**config.mk**
```make
export PLATFORM = sky130hd
export DESIGN_NAME = shift_feeder_flat
export DESIGN_NICKNAME = d
export VERILOG_FILES = /design/src/rtl/shift_feeder_if.sv /design/src/rtl/shift_feeder.sv /design/src/flat_wrapper.sv
export SDC_FILE = /design/constraint.sdc
export NUM_CORES = 1
export LEC_CHECK = 0
export CAP_MARGIN = 20
export CORE_MARGIN = 3
export CORE_UTILIZATION = 40
export DETAILED_ROUTE_END_ITERATION = 10
export GPL_TIMING_DRIVEN = 0
export PLACE_DENSITY = 0.64
export SYNTH_ARGS = -nofsm -noshare
export SYNTH_HDL_FRONTEND = slang
export SYNTH_SLANG_ARGS = --single-unit
```
**constraint.sdc**
```tcl
create_clock -name clk -period 4.4 [get_ports clk]
set_input_delay 0.66 -clock clk [delete_from_list [all_inputs] [get_ports clk]]
set_output_delay 0.66 -clock clk [all_outputs]
set_load 0.02 [all_outputs]
```
**src/rtl/shift_feeder_if.sv**
```systemverilog
// Word handshake plus shift-register control bundle between a word source and the feeder.
interface shift_feeder_if #(
  parameter int WIDTH = 4
);
  logic             in_valid;
  logic [WIDTH-1:0] in_data;
  logic             in_ready;
  logic             hold;
  logic             load;
  logic             ena;
  logic [WIDTH-1:0] data;
  logic             busy;
  logic             done;
  logic [7:0]       word_cnt;

  modport master (
    output in_valid, in_data, hold,
    input  in_ready, load, ena, data, busy, done, word_cnt
  );

  modport slave (
    input  in_valid, in_data, hold,
    output in_ready, load, ena, data, busy, done, word_cnt
  );
endinterface

```
**src/rtl/shift_feeder.sv**
```systemverilog
// Sequencer feeding a zero-fill shift-right register: one load pulse, then SHIFTS
// ena pulses per accepted word, with hold-based throttling and a wrapping word count.
module shift_feeder #(
  parameter int WIDTH  = 4,
  parameter int SHIFTS = 4
) (
  input  logic         clk,
  input  logic         areset_n,
  shift_feeder_if.slave bus
);
  localparam logic [7:0] SHIFTS_C = 8'(SHIFTS);

  typedef enum logic [1:0] {
    S_IDLE,
    S_LOAD,
    S_SHIFT,
    S_DONE
  } state_t;

  state_t           state_q;
  logic [7:0]       cnt_q;
  logic [7:0]       cnt_d;
  logic [WIDTH-1:0] data_q;
  logic [7:0]       word_cnt_q;
  logic [7:0]       word_cnt_d;
  logic             in_ready;
  logic             accept;

  assign cnt_d      = cnt_q - 8'd1;
  assign word_cnt_d = word_cnt_q + 8'd1;

  // Strobes decode the registered state; reset gates them off immediately.
  assign in_ready     = areset_n && ((state_q == S_IDLE) || (state_q == S_DONE));
  assign accept       = bus.in_valid && in_ready;
  assign bus.in_ready = in_ready;
  assign bus.load     = areset_n && (state_q == S_LOAD);
  assign bus.ena      = areset_n && (state_q == S_SHIFT) && !bus.hold;
  assign bus.busy     = areset_n && ((state_q == S_LOAD) || (state_q == S_SHIFT));
  assign bus.done     = areset_n && (state_q == S_DONE);
  assign bus.data     = data_q;
  assign bus.word_cnt = word_cnt_q;

  always_ff @(posedge clk) begin
    if (!areset_n) begin
      state_q    <= S_IDLE;
      cnt_q      <= 8'd0;
      data_q     <= '0;
      word_cnt_q <= 8'd0;
    end else begin
      case (state_q)
        S_IDLE: begin
          if (accept) begin
            data_q  <= bus.in_data;
            cnt_q   <= SHIFTS_C;
            state_q <= S_LOAD;
          end
        end
        S_LOAD: begin
          state_q <= S_SHIFT;
        end
        S_SHIFT: begin
          // Counter and state freeze while the consumer holds off shifting.
          if (!bus.hold) begin
            cnt_q <= cnt_d;
            if (cnt_q == 8'd1) begin
              state_q <= S_DONE;
            end
          end
        end
        S_DONE: begin
          word_cnt_q <= word_cnt_d;
          if (accept) begin
            data_q  <= bus.in_data;
            cnt_q   <= SHIFTS_C;
            state_q <= S_LOAD;
          end else begin
            state_q <= S_IDLE;
          end
        end
        default: begin
          state_q <= S_IDLE;
        end
      endcase
    end
  end
endmodule

```
**src/flat_wrapper.sv**
```systemverilog
// flat-port wrapper written by rule: the top's interface ports become plain ports
module shift_feeder_flat 
#(
  parameter int WIDTH  = 4,
  parameter int SHIFTS = 4
)
  (clk, areset_n, bus_in_valid, bus_in_data, bus_hold, bus_in_ready, bus_load, bus_ena, bus_data, bus_busy, bus_done, bus_word_cnt);
  shift_feeder_if #(.WIDTH(WIDTH)) bus_i ();
  input  logic clk;
  input  logic areset_n;
  input wire logic [$bits(bus_i.in_valid)-1:0] bus_in_valid;
  input wire logic [$bits(bus_i.in_data)-1:0] bus_in_data;
  input wire logic [$bits(bus_i.hold)-1:0] bus_hold;
  output wire logic [$bits(bus_i.in_ready)-1:0] bus_in_ready;
  output wire logic [$bits(bus_i.load)-1:0] bus_load;
  output wire logic [$bits(bus_i.ena)-1:0] bus_ena;
  output wire logic [$bits(bus_i.data)-1:0] bus_data;
  output wire logic [$bits(bus_i.busy)-1:0] bus_busy;
  output wire logic [$bits(bus_i.done)-1:0] bus_done;
  output wire logic [$bits(bus_i.word_cnt)-1:0] bus_word_cnt;
  assign bus_i.in_valid = bus_in_valid;
  assign bus_i.in_data = bus_in_data;
  assign bus_i.hold = bus_hold;
  assign bus_in_ready = bus_i.in_ready;
  assign bus_load = bus_i.load;
  assign bus_ena = bus_i.ena;
  assign bus_data = bus_i.data;
  assign bus_busy = bus_i.busy;
  assign bus_done = bus_i.done;
  assign bus_word_cnt = bus_i.word_cnt;
  shift_feeder #(.WIDTH(WIDTH), .SHIFTS(SHIFTS)) u_core (.clk(clk), .areset_n(areset_n), .bus(bus_i));
endmodule
```
# Word level (Yosys, flattened, before mapping)

Index checks and enable logic that the tools add are counted.

$add $sub $neg: 2
Equal/unequal tests: 8
Muxes and demuxes: 8
Reduce and logical (&&, ||, !) cells: 16

Operators with widths:

| kind                | count |
|---|---|
| $mux 8              | 2 |
| $pmux 8 s2          | 1 |
| $add 8x1->8 const B | 1 |
| $eq 8x1->1 const B  | 1 |
| $pmux 2 s4          | 1 |
| $sub 8x1->8 const B | 1 |
| $logic_and 1x1->1   | 7 |
| $mux 2              | 3 |
| $reduce_and 3->1    | 2 |
| $eq 2x2->1 const B  | 2 |
| $ne 2x1->1 const B  | 2 |
| $ne 2x2->1 const B  | 2 |
| $eq 2x1->1 const B  | 1 |
| $logic_not 2->1     | 1 |
| $logic_or 1x1->1    | 2 |
| $reduce_and 2->1    | 1 |
| $reduce_bool 2->1   | 1 |
| $reduce_or 2->1     | 1 |
| $logic_not 1->1     | 1 |
| $mux 1              | 1 |

Register bits after elaboration: 22
Input port bits: 8

# Logic depth before layout (Yosys ltp)

Word-level depth: 6
Depth in mapped cells: 7
Gate-level depth less buffers: 6

# Worst setup path after synthesis

OpenSTA, ideal clock, no wires.

Path type: register to output
From: register u_core.state_q[0]
To: output bus_in_ready
Arrival: 1.280 ns
Slack: 2.460 ns
Cell stages (with the launch flop): 5
Path buffers: 1
Cell sequence: dfxtp_1 -> inv_1 -> ha_1 -> clkbuf_1 -> nor2b_1

Longest elaborated chain between the ends: 3
Elaborated cells between the ends (all ways): 4

RTL lines:

| item                                                 | RTL line           | text |
|---|---|---|
| from (decl)                                          | shift_feeder.sv:20 | `state_t state_q;` |
| from (signal assigned)                               | shift_feeder.sv:45 | `state_q <= S_IDLE;` |
| from (signal assigned)                               | shift_feeder.sv:55 | `state_q <= S_LOAD;` |
| from (signal assigned)                               | shift_feeder.sv:59 | `state_q <= S_SHIFT;` |
| $eq 2x2->1 / $logic_not 2->1 (equally long branches) | shift_feeder.sv:33 | `assign in_ready = areset_n && ((state_q == S_IDLE) \|\| (state_q == S_DONE));` |
| $logic_or 1x1->1 *                                   | shift_feeder.sv:33 |  |
| $logic_and 1x1->1 *                                  | shift_feeder.sv:33 |  |
| to (decl)                                            | flat_wrapper.sv:14 | `output wire logic [$bits(bus_i.in_ready)-1:0] bus_in_ready;` |

Every way passes the cells marked *; elsewhere a longest branch is shown, timed or not.

# Worst setup path in the final report

From: input areset_n
To: output bus_load

Longest elaborated chain between the ends: 1

RTL lines:

| item              | RTL line           | text |
|---|---|---|
| from (decl)       | flat_wrapper.sv:10 | `input logic areset_n;` |
| $logic_and 1x1->1 | shift_feeder.sv:36 | `assign bus.load = areset_n && (state_q == S_LOAD);` |
| to (decl)         | flat_wrapper.sv:15 | `output wire logic [$bits(bus_i.load)-1:0] bus_load;` |

No other way between the ends.

==> results.cfg <==
[floorplanning]
die_x_um = 59.5
ios = 25
dieHeight_um = 59.5
rows = 18
core_sq_um = 2590
die-area_sq_um = 3540
start_util_pct = 44.2

[routing]
drt_iter0_markers = 21
drc_errors = 0
avgRoutedWirePerCell_um = 13.0
wl_mm = 2.45
ant_nets = 0
vias_per_cell = 5.21
via_count = 984
drtPass1Iterations = 4

[power_and_ir_drop]
p_sw_mw = 0.172
irDropWorstVdd_uv = 408
power.internal_mw = 0.386
p_per_area_nw_per_um2 = 378
clockPowerShare_pct = 28.4
seq_power_share_pct = 42.9
switching_share_pct = 30.8
p_comb_share_pct = 28.7
cellLeakagePower_nw = 0.591

[synth]
ys.flop_type = dfxtp_1
synthArstFlopShare_pct = 0
syn_area_sq_um = 1140
ys_seq_area_share_pct = 38.5
synth_top_area_cell = dfxtp_1
synth_top_area_share_pct = 38.5
yosys_warnings = 0
synth_edf_count = 0
netlist_top_cells_count = 22 x dfxtp_1, 12 x nor2_1, 10 x and2_1
synth_seq_cells = 22
syn_area_per_cell_sq_um = 8.74
synthTopCellsByArea = dfxtp_1 38%, ha_1 8.7%, and2_1 5.5%
ys_types = 31
syn-instance-count = 131
synth_nets = 147
post-synth-top-count-cell = dfxtp_1

[timing]
hold_violations = 0
tightest_slew_ps = 590
timing.final.crit_period_ps = 3020
grt_setup_unrepaired = no
fmax_mhz = 331
setup_viol = 0
maxSlewViolCount = 0
finClkSkew_ps = 3.27
finalSetupTns_ps = 0
period_share_pct = 68.7
slew_headroom_pct = 60.7

[flow_run]
maxCapViolCount = 0

[worst_setup_path]
end_kind = output pin
crit_type = primary input to output pin
r2r_slack_ps = 2210
worstPathRequired_ps = 3740
critical_path_peak_fanout = 10
startpoint_type = primary input
r2r_cells = 7
cp.arrival_ps = 2360
r2r_start = u_core.state_q[0]
reg2reg_to = u_core.cnt_q[7]

[clock_tree]
worstSkewPairLatency_ps = 310
post_cts_buffers = 0
cts_resized = 0
holdBufCountCts = 0
tritoncts = yes
cts_root_buf = clkbuf_4
numCtsBuffers = 3
cts_htree_levels = 1
cts.clk_slew.worst_paths_ps = 130
clockBufferDepth = 2
clkSinkCount = 22

[min_path]
worst_hold_path_type = flop to flop
holdPathEnd = u_core.cnt_q[7]
holdCritStartpoint = u_core.cnt_q[7]
worstHoldPathCells = 2

[layout]
fillers = 248
antenna_cells = 0
area_delta_synth_final_pct = 28.9
drive_above_1_share_pct = 3.14
stdcell_area_sq_um = 1480
final_nets = 176
multiInputGateArea_sq_um = 663
seqCellArea_sq_um = 440

[grt]
grt.total_usage_pct = 15.3
grt_overflow = 0
grt_pass1_vias = 921
grt_pass1_wl_mm = 4.06
grt_max_degree = 14
antenna_found_initial = 0

[placement]
gp_congestion = 0.817
portBuffers = 24
dpl_cell_area_sq_um = 1420
dp_hpwl_mm = 1.86

[outcome]
outcome = complete, no violations
worst max path at each step:
stage	endpoint	startpoint	slack, ps
2_1_floorplan	bus_in_ready	u_core.state_q[0]	2460
3_3_place_gp	bus_ena	areset_n	1370
3_5_place_dp	bus_ena	areset_n	1350
4_1_cts	bus_ena	areset_n	1350
5_1_grt	bus_ena	areset_n	1250
6_report	bus_load	areset_n	1380
registers in the layout, summed over array words and instances (netlist names):
signal               cells
u_core.bus.data          4
u_core.cnt_q             8
u_core.bus.word_cnt      8
u_core.state_q           2
final cells by class:
class	count	area share, %
plain buffers	5	1.27
clock buffers	3	1.53
clock inverters	1	2.04
inverters	6	1.53
multi-input cells	98	45.0
flip-flops and latches	22	29.9
well taps	30	2.54
repair buffers	24	16.3
cells by family after synthesis:
kind of cell	synth area share [%]
and+or+nand+nor	25.7
xor gates and xnor gates	6.88
buffers and inverters	3.61
AOI/OAI and AO/OA	11.4
muxes	5.25
adders and majority gates	8.74
DFF	38.5
cells in the final DEF (no fill, tap or decap), types with 2 or more instances in the layout:
cell type         n
mux2i_1           6
nor2_1           12
clkbuf_1          5
o21ai_1           2
nand2_1           6
xor2_1            5
dfxtp_1          22
or3_1             2
and2_1           10
clkdlybuf4s50_1  24
a21oi_1           5
a21boi_0          2
nand4_1           6
clkbuf_4          3
a21o_1            2
nand3_1           3
nor2b_1           6
o21ai_0           7
xnor2_1           4
ha_1              8
inv_1             6
power by group through the flow:
stage          Combinational, mW  Clock [mW]  Sequential [mW]
6_report                   0.160       0.158            0.240
5_1_grt                    0.179       0.168            0.244
4_1_cts                    0.161       0.162            0.239
3_5_place_dp               0.160           0            0.244
3_3_place_gp               0.154           0            0.241
2_1_floorplan              0.112           0            0.243
worst max-delay path, cell delays in order:
cell             delay [ps]
clkdlybuf4s50_1         570
clkbuf_1                350
and2_1                  190
clkdlybuf4s50_1         600
per-stage QoR:
stage	std cells	setup WS, ps	hold slack [ps]	power, mW	util (%)
finish	189	1380	493	0.558	57.0
detailed placement	185	1350	471	0.404	54.9
CTS	189	1350	491	0.562	57.0
floorplan	131	2460	447	0.356	-
global route	189	1250	528	0.591	57.0
global placement	185	1370	462	0.396	54.9
metal layers:
layer	track usage [%]	routed length, um	vias up
li1	-	-	506
met1	19.0	1160	449
met2	25.0	1120	25
met3	4.79	150	4
met4	4.75	27	0
met5	0	0	-
No activity file was read; power rests on OpenSTA's default activity.
